[config.mk]
export PLATFORM = sky130hd
export DESIGN_NAME = fifo_drain_packer
export DESIGN_NICKNAME = d
export VERILOG_FILES = /design/src/rtl/fifo_drain_packer.sv
export SDC_FILE = /design/constraint.sdc
export NUM_CORES = 1
export LEC_CHECK = 0
export ABC_AREA = 1
export BUFFER_PORTS_ARGS = -buffer_cell sky130_fd_sc_hd__buf_2
export CAP_MARGIN = 10
export CORE_MARGIN = 2
export CORE_UTILIZATION = 52
export CTS_CLUSTER_SIZE = 12
export DETAILED_ROUTE_END_ITERATION = 8
export GPL_TIMING_DRIVEN = 0
export PLACE_DENSITY = 0.79
export SLEW_MARGIN = 20
export SYNTH_ARGS = -nofsm -noshare
export SYNTH_HDL_FRONTEND = slang
export SYNTH_SLANG_ARGS = --single-unit
[constraint.sdc]
create_clock -name clk -period 1.8 [get_ports clk]
set_clock_uncertainty 0.05 [all_clocks]
set_input_delay 0.18 -clock clk [delete_from_list [all_inputs] [get_ports clk]]
set_output_delay 0.18 -clock clk [all_outputs]
set_load 0.03 [all_outputs]
[src/rtl/fifo_drain_packer.sv]
// ----------------------------------------------------------------------------
// fifo_drain_packer
//
// Drains words from an upstream synchronous FIFO one at a time and presents
// them downstream as fixed-length packets (PKT_LEN payload words) with
// start-of-packet / end-of-packet markers. It also keeps a running count of
// completed packets.
//
// Optional feature (macro FIFO_DRAIN_PACKER_CHECKSUM_EN):
//   When defined, every packet is followed by one extra checksum word. That
//   word is the XOR of the payload words, and pkt_eop moves onto it.
//   When undefined, pkt_eop marks payload word PKT_LEN-1 and there is no
//   checksum logic.
//
// Handshake: a packet word transfers on a rising edge where pkt_valid and
// pkt_ready are both high. pkt_data/pkt_sop/pkt_eop hold steady while
// pkt_valid is high and pkt_ready is low. pkt_ready is ignored while
// pkt_valid is low.
//
// Ports
//   clk            in   clock, rising edge
//   rst_n          in   asynchronous active-low reset
//   fifo_empty     in   upstream FIFO empty flag
//   fifo_data_out  in   upstream FIFO read data, valid one cycle after read
//   fifo_rd_en     out  upstream FIFO read strobe
//   pkt_valid      out  packet word valid
//   pkt_ready      in   downstream ready
//   pkt_data       out  packet word
//   pkt_sop        out  first word of packet
//   pkt_eop        out  last word of packet
//   pkt_count      out  completed packets (wraps at 16 bits)
//   dbg_state      out  current FSM state (FETCH=0, LOAD=1, SEND=2, TRAIL=3)
// ----------------------------------------------------------------------------
module fifo_drain_packer #(
    parameter int DATA_WIDTH = 16,
    parameter int PKT_LEN    = 4
) (
    input  logic                  clk,
    input  logic                  rst_n,
    input  logic                  fifo_empty,
    input  logic [DATA_WIDTH-1:0] fifo_data_out,
    output logic                  fifo_rd_en,
    output logic                  pkt_valid,
    input  logic                  pkt_ready,
    output logic [DATA_WIDTH-1:0] pkt_data,
    output logic                  pkt_sop,
    output logic                  pkt_eop,
    output logic [15:0]           pkt_count,
    output logic [1:0]            dbg_state
);

    typedef enum logic [1:0] {
        FETCH = 2'd0,
        LOAD  = 2'd1,
        SEND  = 2'd2,
        TRAIL = 2'd3
    } state_t;

    localparam logic [7:0] LAST_IDX = 8'(PKT_LEN - 1);

    state_t                r_state;
    state_t                w_next_state;
    logic                  r_run;
    logic [7:0]            r_word_idx;
    logic [DATA_WIDTH-1:0] r_data;
    logic [15:0]           r_pkt_count;
    logic                  w_last;
    logic                  w_hs;
`ifdef FIFO_DRAIN_PACKER_CHECKSUM_EN
    logic [DATA_WIDTH-1:0] r_checksum;
`endif

    assign w_last    = (r_word_idx == LAST_IDX);
    assign w_hs      = pkt_valid && pkt_ready;
    assign pkt_count = r_pkt_count;
    assign dbg_state = r_state;

    // Next state and outputs.
    // r_run stays low until the first edge after reset release. That keeps
    // fifo_rd_en low until then, even though the reset state is FETCH.
    always_comb begin
        w_next_state = r_state;
        fifo_rd_en   = 1'b0;
        pkt_valid    = 1'b0;
        pkt_sop      = 1'b0;
        pkt_eop      = 1'b0;
        pkt_data     = r_data;
        case (r_state)
            FETCH: begin
                fifo_rd_en = r_run && !fifo_empty;
                if (fifo_rd_en) begin
                    w_next_state = LOAD;
                end
            end
            LOAD: begin
                w_next_state = SEND;
            end
            SEND: begin
                pkt_valid = 1'b1;
                pkt_sop   = (r_word_idx == 8'd0);
`ifdef FIFO_DRAIN_PACKER_CHECKSUM_EN
                if (pkt_ready) begin
                    w_next_state = w_last ? TRAIL : FETCH;
                end
`else
                pkt_eop = w_last;
                if (pkt_ready) begin
                    w_next_state = FETCH;
                end
`endif
            end
`ifdef FIFO_DRAIN_PACKER_CHECKSUM_EN
            TRAIL: begin
                pkt_valid = 1'b1;
                pkt_eop   = 1'b1;
                pkt_data  = r_checksum;
                if (pkt_ready) begin
                    w_next_state = FETCH;
                end
            end
`endif
            default: begin
                w_next_state = FETCH;
            end
        endcase
    end

    always_ff @(posedge clk or negedge rst_n) begin
        if (!rst_n) begin
            r_state     <= FETCH;
            r_run       <= 1'b0;
            r_word_idx  <= 8'd0;
            r_data      <= '0;
            r_pkt_count <= 16'd0;
`ifdef FIFO_DRAIN_PACKER_CHECKSUM_EN
            r_checksum  <= '0;
`endif
        end else begin
            r_run   <= 1'b1;
            r_state <= w_next_state;

            // FIFO read data arrives the cycle after the read strobe.
            // That cycle is LOAD.
            if (r_state == LOAD) begin
                r_data <= fifo_data_out;
`ifdef FIFO_DRAIN_PACKER_CHECKSUM_EN
                r_checksum <= r_checksum ^ fifo_data_out;
`endif
            end

            if (w_hs && (r_state == SEND)) begin
                if (!w_last) begin
                    r_word_idx <= r_word_idx + 8'd1;
                end
`ifndef FIFO_DRAIN_PACKER_CHECKSUM_EN
                else begin
                    r_word_idx <= 8'd0;
                end
`endif
            end

`ifdef FIFO_DRAIN_PACKER_CHECKSUM_EN
            if (w_hs && (r_state == TRAIL)) begin
                r_word_idx <= 8'd0;
                r_checksum <= '0;
            end
`endif

            if (w_hs && pkt_eop) begin
                r_pkt_count <= r_pkt_count + 16'd1;
            end
        end
    end

endmodule

==> results.sh <==
export IMPL_cp_num_buf_inv=1
export IMPL_cts_setup_buffers=0
export IMPL_area_growth_pct=20.7
export IMPL_peakVddDrop_v=0.000428
export IMPL_cp_slowest_stage_delay_ps=460
export IMPL_worstPathMaxFanout=5
export IMPL_drc=0
export IMPL_routed_via_density=4.83
export IMPL_rrSetupSlack_ps=350
export IMPL_wl_microns=4120
export IMPL_ios=58
export IMPL_crit_chain="nor2_4 > nand2_1 > nor2_1 > buf_2"
export IMPL_fin_nets=332
export IMPL_crit_required_ps=1570
export IMPL_hpwl_microns=3110
export IMPL_syn_num_nets=267
export IMPL_syn_avg_cell_area_sq_um=8.88
export IMPL_root_buffer="clkbuf_8"
export IMPL_io_buffers=57
export IMPL_fill_cells=340
export IMPL_avgRoutedWirePerCell_microns=11.5
export IMPL_fin_setup_tns_ps=0
export IMPL_ys_ff_latch=43
export IMPL_cts_buffers=5
export IMPL_cts_sinks=43
export IMPL_path_delay_family="flip-flops"
export IMPL_max_freq_ghz=0.620
export IMPL_htree_levels=2
export IMPL_grt_overflow_total=0
export IMPL_crit_arrival_ps=1380
export IMPL_setup_viol=0
export IMPL_cap_violations=0
export IMPL_clock_latency_ps=300
export IMPL_fin_ws_ps=187
export IMPL_slew_violations=0
export IMPL_dieArea_sq_um=4700
export IMPL_drtIter0Drc=59
export IMPL_end_kind="output pin"
export IMPL_rsz0062_at_grt="false"
export IMPL_num_rows=23
export IMPL_path_class="flip-flop to output pin"
export IMPL_fin_crit_ps=1610
export IMPL_post_place_ws_ps=360
export IMPL_core_area_sq_um=4000
export IMPL_hold_viol=0
export IMPL_grt_max_degree=44
export IMPL_ys_seq_area_share_pct=49.7
export IMPL_drtPass1Iterations=4
export IMPL_fin_crit_sh_pct=89.6
export IMPL_hold_path_class="input port to flip-flop"
export IMPL_final_antenna_net_count=0
export IMPL_startpoint_type="flip-flop"
export IMPL_clk_pin_slew_worst_paths_ps=80
export IMPL_initial_core_util_pct=54.2
export IMPL_drive_gt1_share_pct=32.6
export IMPL_grt_pass1_vias=1479
export IMPL_relSlewSlack_pct=39.1
export IMPL_status="finished, final reports clean"
export IMPL_cp_slowest_cell="dfrtp_1"
export IMPL_synth_cell_type_count=27
export IMPL_antenna_found_initial=0
export IMPL_power_density_nw_per_um2=1020
export IMPL_detailroute_via_count=1737
export IMPL_die_w_microns=68.6
export IMPL_leakagePower_uw=0.00135
export IMPL_place_congestion=0.838
export IMPL_grt_usage_pct=18.7
export IMPL_die_y_microns=68.6
export IMPL_grt_pass1_wl_microns=6460
export IMPL_syn_area_sq_um=2170
export IMPL_clock_path_buffers=2
export IMPL_ctsResizeCount=0
export IMPL_yosysWarnings=0
export IMPL_synthCells=244
export IMPL_cts_tree="done"
export IMPL_antennaDiodeCount=0
export IMPL_tightest_slew_ps=914
## state kept, by name, indices dropped and copies added, names as in the netlist
signal	count
dbg_state	2
pkt_count	16
pkt_data	16
r_run	1
r_word_idx	8
## kinds of logic after synthesis
family	share of synthesized area, %
AND/OR/NAND/NOR	26.7
flip-flops	49.7
buffers and inverters	6.29
multiplexers	8.31
AO/OA/AOI/OAI	2.71
XOR/XNOR	4.45
adder cells (fa/ha/maj)	1.73
other	0.173
## path summary, 6_finish.rpt
path | from | endpoint | depth (start not counted)
max in group asynchronous | rst_n | pkt_count[5] | 2
setup reg to reg | r_word_idx[0] | pkt_count[2] | 9
min in group asynchronous | rst_n | pkt_data[15] | 2
setup / recovery | dbg_state[0] | pkt_sop | 4
hold reg to reg | pkt_data[13] | pkt_data[13] | 1
hold / removal | fifo_empty | dbg_state[0] | 2
## report_power, final
group          total [uW]  internal [uW]  leakage (uW)  switching [uW]
registers            1280           1150      0.000546             123
logic                 807            283      0.000765             524
clock network         588            271     0.0000412             317
total                2670           1710       0.00135             963
## routing by layer
metal | share of wire, % | vias up | GRT usage (%)
li1 | - | 890 | -
met1 | 48 | 789 | 23.2
met2 | 44 | 53 | 31.3
met3 | 6.6 | 5 | 5.84
met4 | 1.1 | 0 | 5.25
met5 | 0 | - | 0
## stage by stage
step                cell area, sq um  cells  hold WS (ps)  power [uW]  utilization (%)
finish                          2620    360          22.0        2670             65.4
global route                    2620    360          13.4        2850             65.4
CTS                             2620    360          12.4        2700             65.4
detailed placement              2520    351           323        2110             63.0
global placement                2520    351           321        2080             63.0
floorplan                       2170    244          -166        1860                -
## final cells by class
cell class / instances / area (sq um) / share of cell area [%]
plain buffers: 2 / 22.5 / 0.861
clock buffers: 6 / 72.6 / 2.77
clock inverters: 2 / 12.5 / 0.478
inverters: 29 / 114 / 4.35
multi-input cells: 170 / 961 / 36.7
flip-flops and latches: 43 / 1080 / 41.1
well taps: 50 / 62.6 / 2.39
repair buffers: 58 / 295 / 11.3
## synth_stat cells (all sizes together)
cell type,count,area share [%]
a21oi,1,0.23
buf,2,1.0
clkinv,1,0.17
conb,1,0.17
dfrtp,43,50
ha,3,1.7
inv,28,5.1
mux2,16,8.3
nand2,85,16
nand3,10,2.9
nand3b,1,0.35
nand4,5,1.4
nor2,24,5.3
nor3,1,0.46
nor4,2,0.58
o21ai,10,2.5
xnor2,4,1.6
xor2,7,2.8
## placed cells by master, fill, tap and decap left out, types with 7 or more instances in the layout
| master | count |
|---|---|
| nand2_1 | 81 |
| nand3_1 | 9 |
| nor2_1 | 18 |
| inv_1 | 23 |
| dfrtp_1 | 43 |
| mux2_2 | 16 |
| xor2_1 | 7 |
| buf_2 | 57 |
## repair_timing
action                                 in CTS  in global routing
endpoints found under the hold margin      16                  0
setup endpoints to repair                   0                  0
hold buffers                                1                  0
## worst register-to-register path, cell delays in order, from the launching register on
cell and delay [ps]:
dfrtp_1 400, ha_1 240, nand2_1 110, inv_2 40
nand2_2 110, inv_4 60, nand2_4 120, clkinv_1 100
nand3_1 70, nand2_1 50
No activity file was read; power rests on OpenSTA's default activity.
